<file path="config.mk">
export PLATFORM = sky130hd
export DESIGN_NAME = branch_recovery_ctrl_flat
export DESIGN_NICKNAME = d
export VERILOG_FILES = /design/src/rtl/branch_recovery_ctrl_if.sv /design/src/rtl/branch_recovery_ctrl.sv /design/src/flat_wrapper.sv
export SDC_FILE = /design/constraint.sdc
export NUM_CORES = 1
export LEC_CHECK = 0
export ABC_AREA = 0
export ABC_CLOCK_PERIOD_IN_PS = 3200
export BUFFER_PORTS_ARGS = -buffer_cell sky130_fd_sc_hd__buf_2
export CAP_MARGIN = 40
export CORE_ASPECT_RATIO = 0.7
export CORE_MARGIN = 2
export CORE_UTILIZATION = 50
export CTS_CLUSTER_DIAMETER = 100
export CTS_CLUSTER_SIZE = 40
export DETAILED_ROUTE_END_ITERATION = 10
export GPL_TIMING_DRIVEN = 0
export MAX_ROUTING_LAYER = met4
export PLACE_DENSITY = 0.8
export SLEW_MARGIN = 40
export SYNTH_ARGS = -nofsm -noshare
export SYNTH_HDL_FRONTEND = slang
export SYNTH_SLANG_ARGS = --single-unit
</file>
<file path="constraint.sdc">
create_clock -name clk -period 3.2 [get_ports clk]
set_clock_uncertainty 0.1 [all_clocks]
set_input_delay 0.16 -clock clk [delete_from_list [all_inputs] [get_ports clk]]
set_output_delay 0.16 -clock clk [all_outputs]
set_load 0.02 [all_outputs]
</file>
<file path="src/rtl/branch_recovery_ctrl_if.sv">
// Branch-resolution / fetch-redirect bundle for branch_recovery_ctrl.
// master = EX/fetch side driving branches, slave = recovery controller.
interface branch_recovery_ctrl_if #(
    parameter int WIDTH_DATA_LENGTH = 32
);
    logic                         br_valid;
    logic [1:0]                   br_result;
    logic                         br_taken;
    logic [WIDTH_DATA_LENGTH-1:0] br_pc;
    logic [WIDTH_DATA_LENGTH-1:0] pc_alu;
    logic [WIDTH_DATA_LENGTH-1:0] pred_pc;
    logic                         pred_taken;
    logic                         fetch_ready;
    logic                         redirect_valid;
    logic [WIDTH_DATA_LENGTH-1:0] redirect_pc;
    logic                         flush_if;
    logic                         flush_id;
    logic                         stall_ex;

    modport master (
        output br_valid, br_result, br_taken,
        output br_pc, pc_alu, pred_pc, fetch_ready,
        input  pred_taken, redirect_valid, redirect_pc,
        input  flush_if, flush_id, stall_ex
    );

    modport slave (
        input  br_valid, br_result, br_taken,
        input  br_pc, pc_alu, pred_pc, fetch_ready,
        output pred_taken, redirect_valid, redirect_pc,
        output flush_if, flush_id, stall_ex
    );
endinterface

</file>
<file path="src/rtl/branch_recovery_ctrl.sv">
// Branch misprediction recovery FSM with a 2-bit counter BHT.
// Optional BRANCH_STATS_EN adds saturating branch/mispredict counters.
module branch_recovery_ctrl #(
    parameter int WIDTH_DATA_LENGTH = 32,
    parameter int BHT_ENTRIES       = 16
) (
    input  logic                  clk,
    input  logic                  rst_n,
    branch_recovery_ctrl_if.slave bus
`ifdef BRANCH_STATS_EN
    ,
    output logic [15:0]           branch_cnt,
    output logic [15:0]           mispredict_cnt
`endif
);
    localparam int IDX_W = $clog2(BHT_ENTRIES);
    localparam int W     = WIDTH_DATA_LENGTH;

    typedef enum logic [1:0] {
        IDLE,
        FLUSH,
        REDIRECT
    } state_t;

    state_t         state;
    logic           redirect_q;
    logic           flush_q;
    logic [W-1:0]   redirect_pc_q;
    logic [1:0]     bht [BHT_ENTRIES];
    logic           accept;
    logic           mispredict;
    logic [IDX_W-1:0] upd_idx;
    logic [IDX_W-1:0] rd_idx;
    logic [W-1:0]   target;
    logic           unused_pred;

    assign accept     = bus.br_valid && (state == IDLE);
    assign mispredict = (bus.br_result != 2'b01);
    assign upd_idx    = bus.br_pc[IDX_W+1:2];
    assign rd_idx     = bus.pred_pc[IDX_W+1:2];
    assign unused_pred = ^{bus.pred_pc[W-1:IDX_W+2],
                           bus.pred_pc[1:0]};

    // Return-type resolution falls through to br_pc+4; others use ALU target
    always_comb begin
        target = bus.pc_alu;
        unique case (1'b1)
            (bus.br_result == 2'b10): target = bus.br_pc + W'(4);
            default:                  target = bus.pc_alu;
        endcase
    end

    always_ff @(posedge clk or negedge rst_n) begin
        if (!rst_n) begin
            state         <= IDLE;
            redirect_q    <= 1'b0;
            flush_q       <= 1'b0;
            redirect_pc_q <= '0;
        end else begin
            unique case (state)
                IDLE: begin
                    if (accept && mispredict) begin
                        state         <= FLUSH;
                        flush_q       <= 1'b1;
                        redirect_pc_q <= target;
                    end
                end
                FLUSH: begin
                    state      <= REDIRECT;
                    flush_q    <= 1'b0;
                    redirect_q <= 1'b1;
                end
                REDIRECT: begin
                    if (bus.fetch_ready) begin
                        state      <= IDLE;
                        redirect_q <= 1'b0;
                    end
                end
                default: begin
                    state      <= IDLE;
                    flush_q    <= 1'b0;
                    redirect_q <= 1'b0;
                end
            endcase
        end
    end

    // Counters only move on accepted branches; busy-state br_valid is dropped
    always_ff @(posedge clk or negedge rst_n) begin
        if (!rst_n) begin
            for (int i = 0; i < BHT_ENTRIES; i++) begin
                bht[i] <= 2'b01;
            end
        end else if (accept) begin
            if (bus.br_taken) begin
                if (bht[upd_idx] != 2'b11) begin
                    bht[upd_idx] <= bht[upd_idx] + 2'd1;
                end
            end else begin
                if (bht[upd_idx] != 2'b00) begin
                    bht[upd_idx] <= bht[upd_idx] - 2'd1;
                end
            end
        end
    end

    assign bus.pred_taken     = bht[rd_idx][1];
    assign bus.redirect_valid = redirect_q;
    assign bus.redirect_pc    = redirect_pc_q;
    assign bus.flush_if       = flush_q;
    assign bus.flush_id       = flush_q;
    assign bus.stall_ex       = (state != IDLE);

`ifdef BRANCH_STATS_EN
    always_ff @(posedge clk or negedge rst_n) begin
        if (!rst_n) begin
            branch_cnt     <= '0;
            mispredict_cnt <= '0;
        end else if (accept) begin
            if (branch_cnt != 16'hFFFF) begin
                branch_cnt <= branch_cnt + 16'd1;
            end
            if (mispredict && mispredict_cnt != 16'hFFFF) begin
                mispredict_cnt <= mispredict_cnt + 16'd1;
            end
        end
    end
`endif

endmodule

</file>
<file path="src/flat_wrapper.sv">
// flat-port wrapper written by rule: the top's interface ports become plain ports
module branch_recovery_ctrl_flat 
#(
    parameter int WIDTH_DATA_LENGTH = 32,
    parameter int BHT_ENTRIES       = 16
)
  (clk, rst_n, bus_br_valid, bus_br_result, bus_br_taken, bus_br_pc, bus_pc_alu, bus_pred_pc, bus_fetch_ready, bus_pred_taken, bus_redirect_valid, bus_redirect_pc, bus_flush_if, bus_flush_id, bus_stall_ex);
  branch_recovery_ctrl_if #(.WIDTH_DATA_LENGTH(WIDTH_DATA_LENGTH)) bus_i ();
  input  logic clk;
  input  logic rst_n;
  input wire logic [$bits(bus_i.br_valid)-1:0] bus_br_valid;
  input wire logic [$bits(bus_i.br_result)-1:0] bus_br_result;
  input wire logic [$bits(bus_i.br_taken)-1:0] bus_br_taken;
  input wire logic [$bits(bus_i.br_pc)-1:0] bus_br_pc;
  input wire logic [$bits(bus_i.pc_alu)-1:0] bus_pc_alu;
  input wire logic [$bits(bus_i.pred_pc)-1:0] bus_pred_pc;
  input wire logic [$bits(bus_i.fetch_ready)-1:0] bus_fetch_ready;
  output wire logic [$bits(bus_i.pred_taken)-1:0] bus_pred_taken;
  output wire logic [$bits(bus_i.redirect_valid)-1:0] bus_redirect_valid;
  output wire logic [$bits(bus_i.redirect_pc)-1:0] bus_redirect_pc;
  output wire logic [$bits(bus_i.flush_if)-1:0] bus_flush_if;
  output wire logic [$bits(bus_i.flush_id)-1:0] bus_flush_id;
  output wire logic [$bits(bus_i.stall_ex)-1:0] bus_stall_ex;
  assign bus_i.br_valid = bus_br_valid;
  assign bus_i.br_result = bus_br_result;
  assign bus_i.br_taken = bus_br_taken;
  assign bus_i.br_pc = bus_br_pc;
  assign bus_i.pc_alu = bus_pc_alu;
  assign bus_i.pred_pc = bus_pred_pc;
  assign bus_i.fetch_ready = bus_fetch_ready;
  assign bus_pred_taken = bus_i.pred_taken;
  assign bus_redirect_valid = bus_i.redirect_valid;
  assign bus_redirect_pc = bus_i.redirect_pc;
  assign bus_flush_if = bus_i.flush_if;
  assign bus_flush_id = bus_i.flush_id;
  assign bus_stall_ex = bus_i.stall_ex;
  branch_recovery_ctrl #(.WIDTH_DATA_LENGTH(WIDTH_DATA_LENGTH), .BHT_ENTRIES(BHT_ENTRIES)) u_core (.clk(clk), .rst_n(rst_n), .bus(bus_i));
endmodule
</file>
==> results of run 1 <==
-- worst max-delay path, delay by kind of cell --
| family | cells | cell delay [ps] |
|---|---|---|
| multiplexers | 4 | 1130 |
| buffers and inverters | 3 | 680 |
| AO/OA/AOI/OAI | 1 | 160 |
| adder cells (fa/ha/maj) | 1 | 210 |
| AND/OR/NAND/NOR | 4 | 800 |
-- Yosys cell counts, types with 6 or more instances --
cell type | number | area [sq um]
dfstp_2 | 16 | 420
and2_1 | 6 | 37.5
ha_1 | 6 | 75.1
nor2_1 | 13 | 48.8
inv_1 | 8 | 30.0
o211ai_1 | 13 | 97.6
xnor2_1 | 10 | 87.6
nand3_1 | 28 | 140
nor3_1 | 8 | 40.0
mux2_2 | 36 | 405
dfrtp_1 | 52 | 1300
nand2_1 | 55 | 206
o21ai_0 | 20 | 100
clkbuf_1 | 10 | 37.5
mux2i_1 | 16 | 160
mux4_2 | 11 | 248
nand4_1 | 12 | 75.1
xor2_1 | 17 | 149
-- worst paths after layout --
path | start | endpoint
worst max-delay path | bus_br_pc[3] | u_core.bht[15]
worst min-delay path | bus_pc_alu[23] | u_core.bus.redirect_pc[23]
worst max register to register | u_core.bht[9] | u_core.bht[15]
worst min register to register | u_core.bus.redirect_pc[2] | u_core.bus.redirect_pc[2]
max in group asynchronous | rst_n | async pin
min in group asynchronous | rst_n | u_core.bus.redirect_pc[11]
-- kinds of logic after synthesis --
| family | after synthesis |
|---|---|
| muxes | 63 |
| DFF | 68 |
| AOI/OAI and AO/OA | 46 |
| xor gates and xnor gates | 27 |
| and+or+nand+nor | 141 |
| buffers and inverters | 29 |
| adders and majority gates | 6 |
-- per-stage QoR --
stage	std cells	cell area, sq um	power, mW	utilization [%]	hold slack (ps)
6_report	621	5160	4.13	66.1	-0.483
4_1_cts	621	5160	4.12	66.1	0.501
3_5_place_dp	593	4710	3.02	60.4	-45.5
5_1_grt	621	5160	4.34	66.1	19.4
2_1_floorplan	380	3990	2.48	-	-236
3_3_place_gp	591	4660	2.94	59.8	300
-- cell type report --
type                       instances  area (sq um)  share of cell area, %
tap                              101           126                   2.45
sequential                        68          1720                   33.4
timing repair buffer             124           721                   14.0
buffer                            19          88.8                   1.72
clock inverter                     6          95.1                   1.84
clock buffer                      10           229                   4.44
inverter                          10          37.5                  0.727
multi-input combinational        283          2140                   41.5
-- report_power, final --
part           total [mW]  switching, mW  leakage, nW  internal [mW]
Sequential           1.55          0.236        0.818           1.31
Combinational        1.50          0.840         1.38          0.655
Clock                1.09          0.395        0.158          0.691
Total                4.13           1.47         2.36           2.66
-- what timing repair did --
action / in CTS / in global routing
setup endpoints to repair: 0 / 31
hold endpoints to repair: 48 / 0
resized for setup: 0 / 6
hold buffers: 12 / 0
-- layer usage --
layer | global-route usage [%] | routed length, microns
met1 | 37.8 | 5080
met2 | 42.0 | 5170
met3 | 5.73 | 966
met4 | 10.5 | 274
met5 | - | 0
==> impl_metrics.csv, run 1 <==
group,metric,value,unit
worst_hold_path,holdPathStages,3,
clock_network,cts.sinks,68,
synthesis,ys.flop_type,"dfrtp_1",
power,ir_drop,0.420,mV
cells_and_area,diodes,0,
floorplan,coreArea,0.00780,sq mm
grt,grt_max_degree,26,
worst_setup_path,path_cells,"buf_2 > buf_2 > buf_2 > mux2i_1 > nand2_1 > o21ai_1 > mux4_2 > ha_1 > mux2i_1 > and3_1 > and2_1 > nand2_1 > mux2_2",
job,maxCapViolations,0,
worst_setup_path,critical_path_required,3310,ps
placed_design,dpl.hpwl,8380,microns
synthesis,synth_top_family_by_area,"multiplexers",
sta,fin_ws,167,ps
cells_and_area,final_common_cell,"buf_2",
synthesis,yosysWarnings,0,
grt,overflow,0,
synthesis,ys_types,40,
worst_setup_path,critPathKind,"input port to register",
sta,tightestPinTransition,653,ps
worst_setup_path,cpPeakStageDelay,520,ps
route,routedWlPerCell,18.5,microns
clock_network,path_clk_slew,60,ps
worst_setup_path,startpoint_type,"input port",
grt,grtUsageTotal,27.9,%
route,drc,0,
synthesis,async_flop_share,100,%
cells_and_area,area.growth.synth_to_final,29.4,%
route,num_vias,3683,
route,drtIter0Drc,344,
placed_design,place.gp.congestion,0.941,
synthesis,yosys.area_share.xor_xnor,5.93,%
grt,antenna_found_initial,0,
synthesis,syn_area,0.00399,sq mm
synthesis,synth-edff-count,0,
sta,hold-worst-slack,-0.483,ps
synthesis,ys_ff_latch,68,
power,p_leak,2.36,nW
worst_setup_path,r2r_cells,8,
route,vias_per_cell,5.93,
worst_setup_path,r2r_slack,190,ps
sta,finalHoldViolations,1,
sta,timing.final.crit_period,3030,ps
placed_design,port_buffers,110,
clock_network,cts_buffers,9,
sta,finalSetupViolations,0,
worst_hold_path,hold_path.class,"input port to register",
placed_design,dp_slack,-207,ps
sta,tns,0,ps
cells_and_area,drive_gt1_share,39.6,%
floorplan,initial_core_util,51.1,%
clock_network,cts_buffer_depth,2,
cells_and_area,nFillCells,589,
worst_setup_path,cp_max_fo,10,
clock_network,h-tree-depth,3,
synthesis,synth.net_count,489,
synthesis,ys_seq_area_share,43.2,%
route,drtAntennaViolNets,0,
sta,rsz0062_at_grt,"no",
synthesis,synthSimpleGateAreaFrac,18.0,%
sta,finalMaxSlewViolations,0,
floorplan,dieHeight,78.7,microns
synthesis,yosys-mux-area-fraction,20.4,%
power,p_per_area,800,mW/mm^2
run_status,violations,"hold timing",
grt,grt_pass1_vias,3602,
synthesis,syn-mean-instance-area,10.5,sq um
worst_setup_path,crit_arrival,3140,ps
floorplan,die_w,111,microns
grt,grt_pass1_wl,18500,microns
floorplan,fp-row-count,27,
cells_and_area,final_cell_mix,"buf_2 (113), nand2_1 (55), dfrtp_1 (52), mux2_2 (36), nand3_1 (28)",
clock_network,cts_tree,"yes",
floorplan,ios,140,
synthesis,synth_fa_ha_area_share,1.88,%
synthesis,synth-compound-area-share,7.44,%
sta,period_share,94.8,%
sta,fmaxAchievable,0.330,GHz
floorplan,die_area,0.00872,sq mm
clock_network,post_cts.repair.setup_buffers,0,
route,wirelength,11500,microns
clock_network,clock-root-buffer,"clkbuf_16",
worst_setup_path,cp_slowest_cell,"mux4_2",
worst_setup_path,cp-end-kind,"register",
worst_setup_path,cpMostUsedCell,"buf_2",
route,dr.pass1.iters,5,
cells_and_area,fin_nets,624,
run_status,status,"finished, violations left",
sta,relSlewSlack,56.5,%
synthesis,netlist_instances,380,
clock_network,insertion_delay,330,ps
Power figures use the tool's default switching activity.
==> inputs of run 2 (changes only) <==
--- a/config.mk
+++ b/config.mk
@@ -17,7 +17,7 @@
 export DETAILED_ROUTE_END_ITERATION = 10
 export GPL_TIMING_DRIVEN = 0
 export MAX_ROUTING_LAYER = met4
-export PLACE_DENSITY = 0.8
+export PLACE_DENSITY = 0.77
 export SLEW_MARGIN = 40
 export SYNTH_ARGS = -nofsm -noshare
 export SYNTH_HDL_FRONTEND = slang
==> run 2 against run 1 <==
  * The flow now finishes without violations
  * Utilization down 0.27 points
  * Via count down 2.7%
  * Clock power is essentially flat
  * Final cell count decreased by 0.16%
  * Worst setup slack lost 40 ps
  * Register-to-register slack lost 60 ps
  * Critical path depth shrank 5
  * Combinational power barely moved
  * Sequential share of layout area up 0.14 points
  * Cell area down 0.41%
  * Die area stayed put
  * Global-route usage grew 0.45 points
  * Critical endpoint is now u_core.bht[21]
==> impl_metrics.csv, run 2 (same netlist as run 1, synthesis figures left out) <==
group,metric,value,unit
clock_network,h-tree-depth,3,
floorplan,fp-row-count,27,
clock_network,cts.sinks,68,
power,p_leak,2.34,nW
worst_setup_path,worstReg2RegStart,"u_core.bht[17]",
floorplan,die_area,0.00872,sq mm
worst_setup_path,path_cells,"mux4_2 > mux4_2 > ha_1 > mux2i_1 > and3_1 > and2_1 > nand2_1 > mux2_2",
worst_setup_path,cpMostUsedCell,"mux4_2",
sta,rsz0062_at_grt,"no",
worst_setup_path,critical_path_required,3320,ps
sta,fin_ws,128,ps
route,wirelength,11600,microns
route,drtIter0Drc,325,
cells_and_area,area.growth.synth_to_final,28.9,%
grt,grt_pass1_vias,3534,
worst_setup_path,r2r_slack,130,ps
sta,fmaxAchievable,0.325,GHz
grt,overflow,0,
cells_and_area,final_common_cell,"buf_2",
sta,timing.final.crit_period,3070,ps
sta,finalSetupViolations,0,
worst_setup_path,cpPeakStageDelay,520,ps
clock_network,cts_buffers,9,
cells_and_area,diodes,0,
sta,tightestPinTransition,662,ps
job,maxCapViolations,0,
cells_and_area,fin_util,65.8,%
route,vias_per_cell,5.78,
worst_setup_path,cp-end-kind,"register",
worst_hold_path,hold_end,"u_core.bus.redirect_valid",
power,p_per_area,806,mW/mm^2
run_status,status,"completed",
sta,period_share,96.0,%
worst_hold_path,holdPathStages,3,
route,drtAntennaViolNets,0,
placed_design,dp_slack,-347,ps
worst_setup_path,crit-reg2reg-capture,"u_core.bht[21]",
sta,finalMaxSlewViolations,0,
floorplan,die_w,111,microns
clock_network,cts_buffer_depth,2,
worst_setup_path,cp_max_fo,4,
grt,antenna_found_initial,0,
worst_setup_path,cp_top_family,"multiplexers",
sta,finalHoldViolations,0,
worst_hold_path,hold_path.class,"input port to register",
floorplan,ios,140,
clock_network,path_clk_slew,60,ps
placed_design,place.gp.congestion,0.959,
placed_design,dpl.hpwl,8360,microns
floorplan,dieHeight,78.7,microns
grt,grtUsageTotal,28.3,%
worst_setup_path,timing.critical_path.buf_inv,0,
sta,hold-worst-slack,14.3,ps
placed_design,port_buffers,110,
grt,grt_max_degree,40,
route,routedWlPerCell,18.8,microns
power,finalPower,4.14,mW
worst_setup_path,startpoint_type,"register",
clock_network,insertion_delay,330,ps
route,num_vias,3582,
sta,relSlewSlack,55.8,%
grt,grt_pass1_wl,18500,microns
route,dr.pass1.iters,5,
clock_network,clock-root-buffer,"clkbuf_16",
worst_hold_path,min_from,"bus_fetch_ready",
worst_setup_path,critPathKind,"register to register",
cells_and_area,final_cell_mix,"buf_2 (112), nand2_1 (55), dfrtp_1 (52), mux2_2 (36), nand3_1 (28)",
worst_setup_path,r2r_cells,8,
placed_design,dpl-instance-area,0.00469,sq mm
route,drc,0,
cells_and_area,drive_gt1_share,39.9,%
floorplan,initial_core_util,51.1,%
floorplan,coreArea,0.00780,sq mm
cells_and_area,fin_nets,623,
power,ir_drop,0.466,mV
cells_and_area,final_cell_area,0.00514,sq mm
worst_setup_path,crit_arrival,3190,ps
clock_network,cts_tree,"yes",
clock_network,post_cts.repair.setup_buffers,0,
worst_setup_path,cp_slowest_cell,"mux4_2",
[run 2: timing repair]
item	in CTS	in global routing
gates cloned	0	0
gates resized for setup	2	6
pin swaps	0	0
setup endpoints to repair	19	32
hold endpoints to repair	40	0
hold buffers	12	0
[run 2: routing by layer]
metal / track usage, % / share of wire, %
met1: 38.3 / 46
met2: 42.3 / 45
met3: 5.57 / 6.2
met4: 11.9 / 2.9
met5: - / 0
[run 2: layout make-up]
class,instances,area [sq um]
buffer,19,90.1
clock buffer,9,225
clock inverter,7,98.8
fill,596,2670
inverter,10,37.5
multi-input combinational,283,2150
sequential,68,1720
tap,101,126
timing repair buffer,123,693
[run 2: worst max-delay path by stage]
| stage | end | depth (start not counted) | startpoint | slack, ps |
|---|---|---|---|---|
| 2_1_floorplan | u_core.bht[7] | 13 | bus_br_pc[3] | 620 |
| 3_3_place_gp | u_core.bht[15] | 13 | bus_br_pc[3] | -120 |
| 3_5_place_dp | u_core.bht[23] | 12 | bus_br_pc[2] | -350 |
| 4_1_cts | u_core.bht[7] | 10 | register | 60 |
| 5_1_grt | u_core.bht[25] | 10 | bus_br_pc[2] | 40 |
| 6_report | u_core.bht[21] | 8 | u_core.bht[17] | 130 |
[run 2: through the flow]
| step | instances | TNS, ps |
|---|---|---|
| after floorplan | 380 | 0 |
| after global placement | 591 | -2560 |
| after detailed placement | 592 | -9500 |
| after CTS | 620 | 0 |
| after global routing | 620 | 0 |
| final | 620 | 0 |
[run 2: power breakdown]
group / switching, mW / internal (mW)
clock: 0.395 / 0.686
combinational: 0.851 / 0.651
sequential: 0.245 / 1.31
total: 1.49 / 2.65
[run 2: worst reg2reg max path: cells and delay by family (launching register included)]
| family | cells | cell delay, ps |
|---|---|---|
| simple gates | 3 | 710 |
| fa+ha+maj | 1 | 200 |
| mux | 4 | 1540 |
| flops | 1 | 410 |
==> inputs of run 3 (changes only) <==
--- a/config.mk
+++ b/config.mk
@@ -7,17 +7,17 @@
 export LEC_CHECK = 0
 export ABC_AREA = 0
 export ABC_CLOCK_PERIOD_IN_PS = 3200
-export BUFFER_PORTS_ARGS = -buffer_cell sky130_fd_sc_hd__buf_2
+export BUFFER_PORTS_ARGS = -buffer_cell sky130_fd_sc_hd__clkbuf_2
 export CAP_MARGIN = 40
 export CORE_ASPECT_RATIO = 0.7
 export CORE_MARGIN = 2
-export CORE_UTILIZATION = 50
+export CORE_UTILIZATION = 45
 export CTS_CLUSTER_DIAMETER = 100
 export CTS_CLUSTER_SIZE = 40
 export DETAILED_ROUTE_END_ITERATION = 10
 export GPL_TIMING_DRIVEN = 0
 export MAX_ROUTING_LAYER = met4
-export PLACE_DENSITY = 0.77
+export PLACE_DENSITY = 0.7
 export SLEW_MARGIN = 40
 export SYNTH_ARGS = -nofsm -noshare
 export SYNTH_HDL_FRONTEND = slang
==> run 3 against run 2 <==
  * Combinational power about the same
  * First-iteration DRC count is 6.8% higher
  * Sequential power about the same
  * Sequential cell count stayed put
  * Register-to-register slack gained 60 ps
  * Global-route usage fell by 2.4 points
  * Clock-buffer cell count stayed put
  * Total power hardly changed
  * Critical path type is now input port to register
  * Critical endpoint is now u_core.bht[15]
  * Largest cell class unchanged
  * Highest routed layer unchanged
==> impl_metrics.csv, run 3 (same netlist as run 1, synthesis figures left out) <==
group,metric,value,unit
run_status,status,"completed",
floorplan,die_area,0.00964,sq mm
clock_network,cts_tree,"yes",
clock_network,cts.sinks,68,
worst_setup_path,critical_path_required,3320,ps
power,intPower,2.65,mW
route,drc,0,
grt,grt_pass1_wl,18000,microns
clock_network,h-tree-depth,3,
grt,antenna_found_initial,0,
floorplan,dieHeight,82.8,microns
sta,period_share,94.5,%
placed_design,place.gp.congestion,0.842,
power,finalPower,4.14,mW
power,p_per_area,801,mW/mm^2
clock_network,path_clk_slew,60,ps
sta,timing.final.crit_period,3020,ps
clock_network,post_cts.repair.setup_buffers,0,
worst_setup_path,crit_arrival,3140,ps
placed_design,dp_slack,-194,ps
worst_setup_path,cp-end-kind,"register",
sta,finalHoldViolations,0,
floorplan,ios,140,
cells_and_area,drive_gt1_share,39.4,%
grt,grt_max_degree,69,
route,drtIter0Drc,347,
sta,relSlewSlack,55.9,%
floorplan,die_w,117,microns
route,vias_per_cell,5.52,
sta,fmaxAchievable,0.331,GHz
job,maxCapViolations,0,
power,ir_drop,0.359,mV
placed_design,dpl.hpwl,8300,microns
power,power_frac_seq,37.7,%
worst_hold_path,hold_path.class,"input port to register",
route,dr.pass1.iters,6,
clock_network,cts_buffer_depth,2,
clock_network,clock-root-buffer,"clkbuf_16",
sta,finalSetupViolations,0,
route,wirelength,11600,microns
power,power_switching,1.49,mW
worst_setup_path,startpoint_type,"input port",
route,routedWlPerCell,18.0,microns
sta,rsz0062_at_grt,"no",
cells_and_area,area.growth.synth_to_final,29.7,%
placed_design,dp.cells,610,
cells_and_area,fin_nets,624,
route,drtAntennaViolNets,0,
power,switching_share,36.0,%
worst_setup_path,cp_max_fo,10,
grt,grtUsageTotal,25.9,%
power,p_comb_share,36.1,%
worst_setup_path,critPathKind,"input port to register",
sta,tightestPinTransition,662,ps
floorplan,fp-row-count,28,
placed_design,port_buffers,110,
grt,grt_pass1_vias,3435,
grt,overflow,0,
sta,fin_ws,175,ps
floorplan,coreArea,0.00851,sq mm
cells_and_area,layoutNonFillerInstCount,640,
clock_network,insertion_delay,340,ps
route,num_vias,3532,
power,p_leak,2.36,nW
floorplan,initial_core_util,46.8,%
cells_and_area,final_common_cell,"clkbuf_2",
sta,finalMaxSlewViolations,0,
power,clockPowerShare,26.2,%
cells_and_area,diodes,0,
clock_network,cts_buffers,9,
cells_and_area,final_cell_mix,"clkbuf_2 (109), nand2_1 (55), dfrtp_1 (52), mux2_2 (36), nand3_1 (28)",
## run 3: cell count changes in the layout (fill, tap and decap cells not counted), sizes merged
cell and delta:
buf -112, dlygate4sd3 +2, clkbuf +111
## run 3: layout make-up
class                   count  area [sq um]
clock inverters             7          98.8
clock buffers               9           225
well taps                 120           150
plain buffers              19          90.1
repair buffers            124           699
fillers                   720          3340
multi-input cells         283          2150
flip-flops and latches     68          1720
inverters                  10          37.5
## run 3: per-layer routing
metal  up-vias  track usage, %  part of all wire (%)
met5         -               -                     0
met4         0            7.14                   1.1
met3        16            4.67                   8.1
met2       194            39.0                    46
met1      1689            36.3                    45
li1       1633               -                     -
## run 3: power groups by stage
stage | combinational (mW) | clock (mW) | sequential [mW]
floorplan | 0.741 | 0 | 1.74
global placement | 1.42 | 0 | 1.54
detailed placement | 1.45 | 0 | 1.56
CTS | 1.47 | 1.10 | 1.55
global route | 1.63 | 1.14 | 1.61
finish | 1.50 | 1.08 | 1.56
## run 3: final timing paths
| kind | from | endpoint | slack (ps) | depth (start not counted) |
|---|---|---|---|---|
| worst min-delay path | bus_fetch_ready | u_core.bus.redirect_valid | 3 | 3 |
| min in group asynchronous | rst_n | u_core.bht[15] | 280 | 2 |
| worst max-delay path | bus_br_pc[3] | u_core.bht[15] | 180 | 14 |
| worst min register to register | u_core.bus.redirect_pc[0] | u_core.bus.redirect_pc[0] | 380 | 2 |
| worst max register to register | u_core.bht[25] | u_core.bht[15] | 190 | 8 |
| max in group asynchronous | rst_n | async pin | 2320 | 2 |
## run 3: metrics by stage
step / instance area, sq um / hold slack, ps / utilization (%) / TNS (ps)
finish: 5170 / 2.64 / 60.7 / 0
detailed placement: 4700 / 94.6 / 55.2 / -4590
CTS: 5160 / 0.336 / 60.6 / 0
floorplan: 3990 / -236 / - / 0
global placement: 4690 / 302 / 55.1 / -3910
global route: 5170 / 12.2 / 60.7 / 0
## run 3: critical path, stage by stage
cell and delay (ps):
clkbuf_2 110, buf_2 240, clkbuf_4 300, mux2i_1 220, nand2_1 70, o21ai_1 240
mux4_2 330, inv_1 50, ha_1 190, mux2i_1 230, and3_1 240, and2_1 280
nand2_1 160, mux2_2 310
## run 3: what timing repair did
action                                  in CTS  in global routing
hold buffers                                14                  0
endpoints found under the setup margin       0                 15
endpoints found under the hold margin       65                  0
resized for setup                            0                  6
